==> src/rtl/branch_resolver_pkg.sv <==
// Shared definitions for the branch resolver: address/bus widths, constant words
// and the layout of a prediction-queue entry.
package branch_resolver_pkg;

  localparam int AddrLen  = 32;
  localparam int PredSize = 4;

  localparam logic [AddrLen-1:0] ZERO_WORD = 32'h0000_0000;
  localparam logic True  = 1'b1;
  localparam logic False = 1'b0;

  // Entry packing is {pc, is_btype, pred_jump, pred_pc}; CtlW covers the two flag bits.
  localparam int CtlW = 2;

  function automatic int entry_width(input int addr_w);
    return (2 * addr_w) + CtlW;
  endfunction

endpackage

==> src/rtl/pred_queue.sv <==
// Generic DEPTH-entry circular FIFO with push, pop and a synchronous clear that
// overrides both. Head data is presented combinationally on rdata.
module pred_queue #(
  parameter int DEPTH = 4,
  parameter int WIDTH = 8
) (
  input  logic                     clk,
  input  logic                     rst,
  input  logic                     push,
  input  logic                     pop,
  input  logic                     clear,
  input  logic [WIDTH-1:0]         wdata,
  output logic [WIDTH-1:0]         rdata,
  output logic                     full,
  output logic [$clog2(DEPTH):0]   count
);

  localparam int PTR_W = $clog2(DEPTH);
  localparam int CNT_W = PTR_W + 1;

  logic [WIDTH-1:0] mem [DEPTH];
  logic [PTR_W-1:0] head_q, head_d, tail_q, tail_d;
  logic [CNT_W-1:0] count_q, count_d;

  // Pointer/count next state; pointers wrap naturally since DEPTH is a power of two.
  always_comb begin
    head_d  = head_q;
    tail_d  = tail_q;
    count_d = count_q;
    if (clear) begin
      head_d  = '0;
      tail_d  = '0;
      count_d = '0;
    end else begin
      if (push) begin
        tail_d = tail_q + PTR_W'(1);
      end else begin
        tail_d = tail_q;
      end
      if (pop) begin
        head_d = head_q + PTR_W'(1);
      end else begin
        head_d = head_q;
      end
      count_d = count_q + CNT_W'(push) - CNT_W'(pop);
    end
  end

  // Pointer/count state register.
  always_ff @(posedge clk) begin
    if (!rst) begin
      head_q  <= '0;
      tail_q  <= '0;
      count_q <= '0;
    end else begin
      head_q  <= head_d;
      tail_q  <= tail_d;
      count_q <= count_d;
    end
  end

  // Entry storage; data needs no reset because count gates its visibility.
  always_ff @(posedge clk) begin
    if (push && !clear) begin
      mem[tail_q] <= wdata;
    end
  end

  assign rdata = mem[head_q];
  assign full  = (count_q == CNT_W'(DEPTH));
  assign count = count_q;

endmodule

==> src/rtl/branch_resolver.sv <==
// Resolves queued IF predictions against EX outcomes, raising flush/redirect and
// predictor training. Define BRANCH_STATS_EN to build the br_cnt/mis_cnt counters.
module branch_resolver
  import branch_resolver_pkg::*;
#(
  parameter int ADDR_W = AddrLen,
  parameter int DEPTH  = 4,
  parameter int BUS_W  = PredSize
) (
  input  logic              clk,
  input  logic              rst,
  input  logic              rdy,
  input  logic              if_push,
  input  logic [ADDR_W-1:0] if_pc,
  input  logic              if_is_btype,
  input  logic              if_pred_jump,
  input  logic [ADDR_W-1:0] if_pred_pc,
  output logic              q_full,
  output logic              q_ovf,
  input  logic              ex_valid,
  input  logic              ex_taken,
  input  logic [ADDR_W-1:0] ex_target,
  output logic              is_btype,
  output logic              jump_or_not,
  output logic [BUS_W-1:0]  ex_pc_bus,
  output logic              flush,
  output logic [ADDR_W-1:0] redirect_pc,
  output logic [31:0]       br_cnt,
  output logic [31:0]       mis_cnt
);

  localparam int EW = entry_width(ADDR_W);

  logic [EW-1:0]          head_s;
  logic [$clog2(DEPTH):0] count_s;
  logic                   full_s;
  logic [ADDR_W-1:0]      h_pc_s, h_ppc_s, redirect_s;
  logic                   h_isb_s, h_pj_s;
  logic                   pop_s, mis_s, push_s, ovf_set_s;

  logic              flush_q, flush_d, isb_q, isb_d, jon_q, jon_d, ovf_q, ovf_d;
  logic [BUS_W-1:0]  bus_q, bus_d;
  logic [ADDR_W-1:0] redir_q, redir_d;

  pred_queue #(.DEPTH(DEPTH), .WIDTH(EW)) u_queue (
    .clk   (clk),
    .rst   (rst),
    .push  (push_s),
    .pop   (pop_s),
    .clear (mis_s),
    .wdata ({if_pc, if_is_btype, if_pred_jump, if_pred_pc}),
    .rdata (head_s),
    .full  (full_s),
    .count (count_s)
  );

  assign h_ppc_s = head_s[ADDR_W-1:0];
  assign h_pj_s  = head_s[ADDR_W];
  assign h_isb_s = head_s[ADDR_W+1];
  assign h_pc_s  = head_s[EW-1:ADDR_W+2];

  // A full queue can still accept a push when the head is popping the same cycle;
  // a mispredict discards any same-cycle push as wrong-path.
  assign pop_s      = rdy && ex_valid && (count_s != '0);
  assign mis_s      = pop_s && ((ex_taken != h_pj_s) || (ex_taken && (ex_target != h_ppc_s)));
  assign push_s     = rdy && if_push && (!full_s || ex_valid) && !mis_s;
  assign ovf_set_s  = rdy && if_push && full_s && !ex_valid;
  assign redirect_s = ex_taken ? ex_target : (h_pc_s + ADDR_W'(4));

  // Output next state: flush/is_btype are single-cycle pulses, the rest hold.
  always_comb begin
    flush_d = False;
    isb_d   = False;
    jon_d   = jon_q;
    bus_d   = bus_q;
    redir_d = redir_q;
    ovf_d   = ovf_q;
    if (rdy) begin
      ovf_d = ovf_q | ovf_set_s;
      if (pop_s && h_isb_s) begin
        isb_d = True;
        jon_d = ex_taken;
        bus_d = h_pc_s[BUS_W+1:2];
      end else begin
        isb_d = False;
      end
      if (mis_s) begin
        flush_d = True;
        redir_d = redirect_s;
      end else begin
        flush_d = False;
      end
    end else begin
      flush_d = False;
      isb_d   = False;
    end
  end

  // Output registers.
  always_ff @(posedge clk) begin
    if (!rst) begin
      flush_q <= 1'b0;
      isb_q   <= 1'b0;
      jon_q   <= 1'b0;
      bus_q   <= '0;
      redir_q <= '0;
      ovf_q   <= 1'b0;
    end else begin
      flush_q <= flush_d;
      isb_q   <= isb_d;
      jon_q   <= jon_d;
      bus_q   <= bus_d;
      redir_q <= redir_d;
      ovf_q   <= ovf_d;
    end
  end

  assign q_full      = full_s;
  assign q_ovf       = ovf_q;
  assign flush       = flush_q;
  assign is_btype    = isb_q;
  assign jump_or_not = jon_q;
  assign ex_pc_bus   = bus_q;
  assign redirect_pc = redir_q;

`ifdef BRANCH_STATS_EN
  logic [31:0] br_cnt_q, br_cnt_d, mis_cnt_q, mis_cnt_d;

  // Saturating statistics; pop_s already folds in rdy so both hold while stalled.
  always_comb begin
    br_cnt_d  = br_cnt_q;
    mis_cnt_d = mis_cnt_q;
    if (pop_s && h_isb_s && (br_cnt_q != 32'hFFFF_FFFF)) begin
      br_cnt_d = br_cnt_q + 32'd1;
    end else begin
      br_cnt_d = br_cnt_q;
    end
    if (mis_s && (mis_cnt_q != 32'hFFFF_FFFF)) begin
      mis_cnt_d = mis_cnt_q + 32'd1;
    end else begin
      mis_cnt_d = mis_cnt_q;
    end
  end

  // Statistics registers.
  always_ff @(posedge clk) begin
    if (!rst) begin
      br_cnt_q  <= ZERO_WORD;
      mis_cnt_q <= ZERO_WORD;
    end else begin
      br_cnt_q  <= br_cnt_d;
      mis_cnt_q <= mis_cnt_d;
    end
  end

  assign br_cnt  = br_cnt_q;
  assign mis_cnt = mis_cnt_q;
`else
  assign br_cnt  = ZERO_WORD;
  assign mis_cnt = ZERO_WORD;
`endif

endmodule

==> config.mk <==
export PLATFORM = sky130hd
export DESIGN_NAME = branch_resolver
export DESIGN_NICKNAME = d
export VERILOG_FILES = /design/src/rtl/branch_resolver_pkg.sv /design/src/rtl/pred_queue.sv /design/src/rtl/branch_resolver.sv
export SDC_FILE = /design/constraint.sdc
export NUM_CORES = 1
export LEC_CHECK = 0
export CORE_MARGIN = 2
export CORE_UTILIZATION = 45
export CTS_CLUSTER_SIZE = 25
export DETAILED_ROUTE_END_ITERATION = 8
export PLACE_DENSITY = 0.72
export RECOVER_POWER = 100
export SYNTH_ARGS = -nofsm -noshare
export SYNTH_HDL_FRONTEND = slang
export SYNTH_SLANG_ARGS = --single-unit
==> constraint.sdc <==
create_clock -name clk -period 11.2 [get_ports clk]
set_clock_uncertainty 0.05 [all_clocks]
set_input_delay 2.24 -clock clk [delete_from_list [all_inputs] [get_ports clk]]
set_output_delay 2.24 -clock clk [all_outputs]
set_load 0.01 [all_outputs]
==> metrics.md <==
| Metric | Value |
|---|---|
| Setup CP Type | in2reg |
| Synth unique cells | between 60 and 70 |
| DIE AREA | about 32000 µm² |
| Synth Flop Type | edfxtp_1 |
| Clock tree sinks | between 300 and 400 |
| Starting DRT DRC Count | 733 |
| Clk slew on worst S/H paths | about 0.060 ns |
| Setup Total Neg Slack | 0 ns |
| Final period util | 73.0% |
| Post-DR vias/cell | approximately 5.4 |
| Slew HR | -101% |
| Total GRT Usage | 19.2% |
| # rows | 63 |
| Num CTS Buffers | 31 |
| Hpwl dp | 20300 µm |
| First-pass GRT wire length | around 45000 µm |
| Post-Route WL | approximately 30000 µm |
| WP data required | around 11 ns |
| Seq cells post-synth | 313 |
| Vias in the first global route | about 7500 |
| Peak Freq | around 0.12 GHz |
| Fin. max-slew vios | 119 |
| Total number of vias | roughly 7600 |
| Pleak | 5.75 nW |
| EDFF count, synth | 264 |
| YS warnings | 0 |
| Initial antenna violation count | 2 |
| Global route overflow | 0 |
| Crit path DAT | ~8.3 ns |
| Mapped cell area | around 14000 µm² |
| Starting Density | between 40% and 50% |
| CP startpoint | ex_taken |
| Nets | 1112 |
| Peak supply drop | 0.103 mV |
| Critical Path Slowest Stage Cell | clkbuf_1 |
| Post-cts resize count | 0 |
| Hold path startpoint | redirect_pc[12] |
| Die Y | between 150 and 200 µm |
| Slew of the pin with the lowest slew margin | a little over 3 ns |
| Detailed-router iteration count before antenna repair | 5 |
| Largest net degree at the start of global routing | between 70 and 80 |
| Status | finished with violations |
| Root Buffer | clkbuf_16 |
| CTS Hold Buffers Added | 0 |
| Later-pin clock latency in the skew report | ~0.56 ns |
| Async SR Flop Fraction | 0% |
| Crit. End Element | flop |
| Port bufs | 144 |
| Placed Area | about 15000 µm² |
| Critical path's most frequent cell | buf_4 |
| CTS tree | done |
| CP startpoint kind | primary input |
| WL per Instance | roughly 21 µm |
| RSZ-0062 raised after global routing | no |
| Layout cells sized above 1 | approximately a tenth |
| Cell chain of the critical path | dlygate4sd3_1, buf_4, o311ai_0, a211o_1, nor4_1, o2111ai_1, o211ai_4, clkbuf_1, and3_1, buf_4 |
| Violated checks | capacitance limit, slew limit |
| CP peak stage delay | between 2 and 2.5 ns |
| Post-Syn Instances | 854 |
| DRT antenna net count | 0 |
| Syn_area_per_cell | 16.0 µm² |
| Setup Buffers After CTS | 0 |
| H-tree levels | 1 |
| Final setup fails | 0 |
| Max Cap Violations | 2 |
| HP Class | reg2reg |
| Die width | roughly 180 µm |
| RD Place Congestion | between 0.8 and 0.9 |
| I/O pin total | about 210 |
| Final worst-path setup slack | around 3.0 ns |
| Tmin final | approximately 8.2 ns |
| Seq/Total Area, Yosys | roughly two thirds |
| Post-route cell area | about 16000 µm² |
| Area Growth Syn to Fin | 18.8% |
| Dpl ws | ~4.6 ns |
| DRC violation count after routing | 0 |
| CTS max path bufs | 3 |
| Worst Path Max Fanout | 50 |
| Core area | between 20000 and 30000 µm² |
| P per Cell Area | around 180 nW/µm² |
| Hold Violations, Final | 0 |
[metrics by stage]
stage                     hold slack [ns]  cells  power, mW  utilization (%)
after floorplan                     0.432    917       1.68                -
after global placement              0.402   1357       1.80             50.8
after global routing                0.434   1415       3.00             54.5
final                               0.405   1416       2.89             54.5
after CTS                           0.413   1415       2.92             54.6
after detailed placement            0.402   1357       1.81             50.8
[power by group]
| group | internal (mW) | switching, mW | total [mW] |
|---|---|---|---|
| registers | 1.32 | 0.0347 | 1.36 |
| clock network | 0.698 | 0.416 | 1.11 |
| logic | 0.196 | 0.223 | 0.419 |
[critical path: cells and delay by family]
kind,cells,cell delay [ns]
AND/OR/NAND/NOR,2,1.31
AO/OA/AOI/OAI,4,0.94
buffers and inverters,4,3.67
[path summary, 6_finish.rpt]
check                                           to  slack (ns)  cells after the start
worst min-delay path               redirect_pc[12]        0.41                      2
worst max register to register  u_queue.mem[0][38]        3.68                     10
worst min register to register     redirect_pc[12]        0.41                      2
worst max-delay path            u_queue.mem[0][38]        3.03                     10
[cell families after synthesis]
kind of cell | synth area share (%)
adders and majority gates | 0.787
DFF | 65.1
muxes | 14.3
and+or+nand+nor | 5.89
AOI/OAI and AO/OA | 3.95
buffers and inverters | 6.27
xor gates and xnor gates | 3.59
other | 0.0274
[state kept, by name, indices dropped and copies added (netlist names), named ones only]
signal          cells
redirect_pc        32
u_queue.head_q      2
u_queue.tail_q      2
u_queue.count       3
flush               1
jump_or_not         1
ex_pc_bus           4
q_ovf               1
is_btype            1
u_queue.mem       264
[metal layers]
metal / routed length (µm) / part of all wire [%] / vias to the layer above / global-route usage [%]
met5: 13 / 0.043 / - / 0
li1: - / - / 3438 / -
met3: 2040 / 6.7 / 37 / 3.39
met1: 13100 / 43 / 3790 / 27.4
met4: 478 / 1.6 / 2 / 3.62
met2: 14600 / 48 / 329 / 31.3
[synth_stat cells (2+ instances only)]
| cell type | n | area [µm²] |
|---|---|---|
| a21o_1 | 9 | 67.6 |
| mux4_1 | 17 | 447 |
| and3_1 | 18 | 113 |
| ha_1 | 7 | 87.6 |
| o2111ai_1 | 2 | 17.5 |
| xor2_1 | 20 | 175 |
| mux2_2 | 8 | 90.1 |
| o21ai_0 | 13 | 65.1 |
| nor3_1 | 6 | 30.0 |
| nand4_1 | 9 | 56.3 |
| mux2i_1 | 59 | 591 |
| a22oi_1 | 2 | 15.0 |
| o22a_1 | 3 | 26.3 |
| clkbuf_1 | 18 | 67.6 |
| edfxtp_1 | 264 | 7930 |
| o32ai_1 | 2 | 17.5 |
| nand2b_1 | 7 | 43.8 |
| and4_1 | 5 | 43.8 |
| a41oi_1 | 2 | 17.5 |
| mux4_2 | 37 | 833 |
| xnor2_1 | 36 | 315 |
| buf_12 | 5 | 100 |
| nand2_1 | 74 | 278 |
| and2_1 | 6 | 37.5 |
| a211o_1 | 2 | 17.5 |
| buf_8 | 2 | 30.0 |
| nor2_1 | 12 | 45.0 |
| buf_2 | 5 | 25.0 |
| inv_1 | 19 | 71.3 |
| nand3_1 | 10 | 50.1 |
| a21oi_1 | 3 | 15.0 |
| clkinv_1 | 2 | 7.51 |
| dfxtp_1 | 49 | 981 |
| nor4_1 | 7 | 43.8 |
| buf_4 | 72 | 541 |
| o211ai_1 | 17 | 128 |
[final cells by class]
| type | count | area, µm² |
|---|---|---|
| Clock inverter | 18 | 290 |
| Timing Repair Buffer | 154 | 1500 |
| Multi-Input combinational cell | 479 | 4140 |
| Fill cell | 2379 | 13600 |
| Antenna cell | 1 | 2.50 |
| Tap cell | 390 | 488 |
| Inverter | 21 | 78.8 |
| Sequential cell | 313 | 8920 |
| Clock buffer | 40 | 820 |
[cells in the final DEF (no fill, tap or decap), types with 9 or more instances in the layout]
cell | netlist | final
mux2i_1 | 59 | 59
nand4_1 | 9 | 9
o21ai_0 | 13 | 13
a21o_1 | 9 | 9
dfxtp_1 | 49 | 47
nand2_1 | 74 | 74
clkbuf_16 | 0 | 31
xnor2_1 | 36 | 36
edfxtp_1 | 264 | 264
clkbuf_1 | 18 | 10
mux4_1 | 17 | 17
nand3_1 | 10 | 10
inv_1 | 19 | 19
and3_1 | 18 | 16
o211ai_1 | 17 | 17
xor2_1 | 20 | 20
mux4_2 | 37 | 37
clkdlybuf4s50_1 | 0 | 35
conb_1 | 1 | 64
dlygate4sd3_1 | 0 | 108
nor2_1 | 12 | 12
Power figures use the tool's default switching activity.
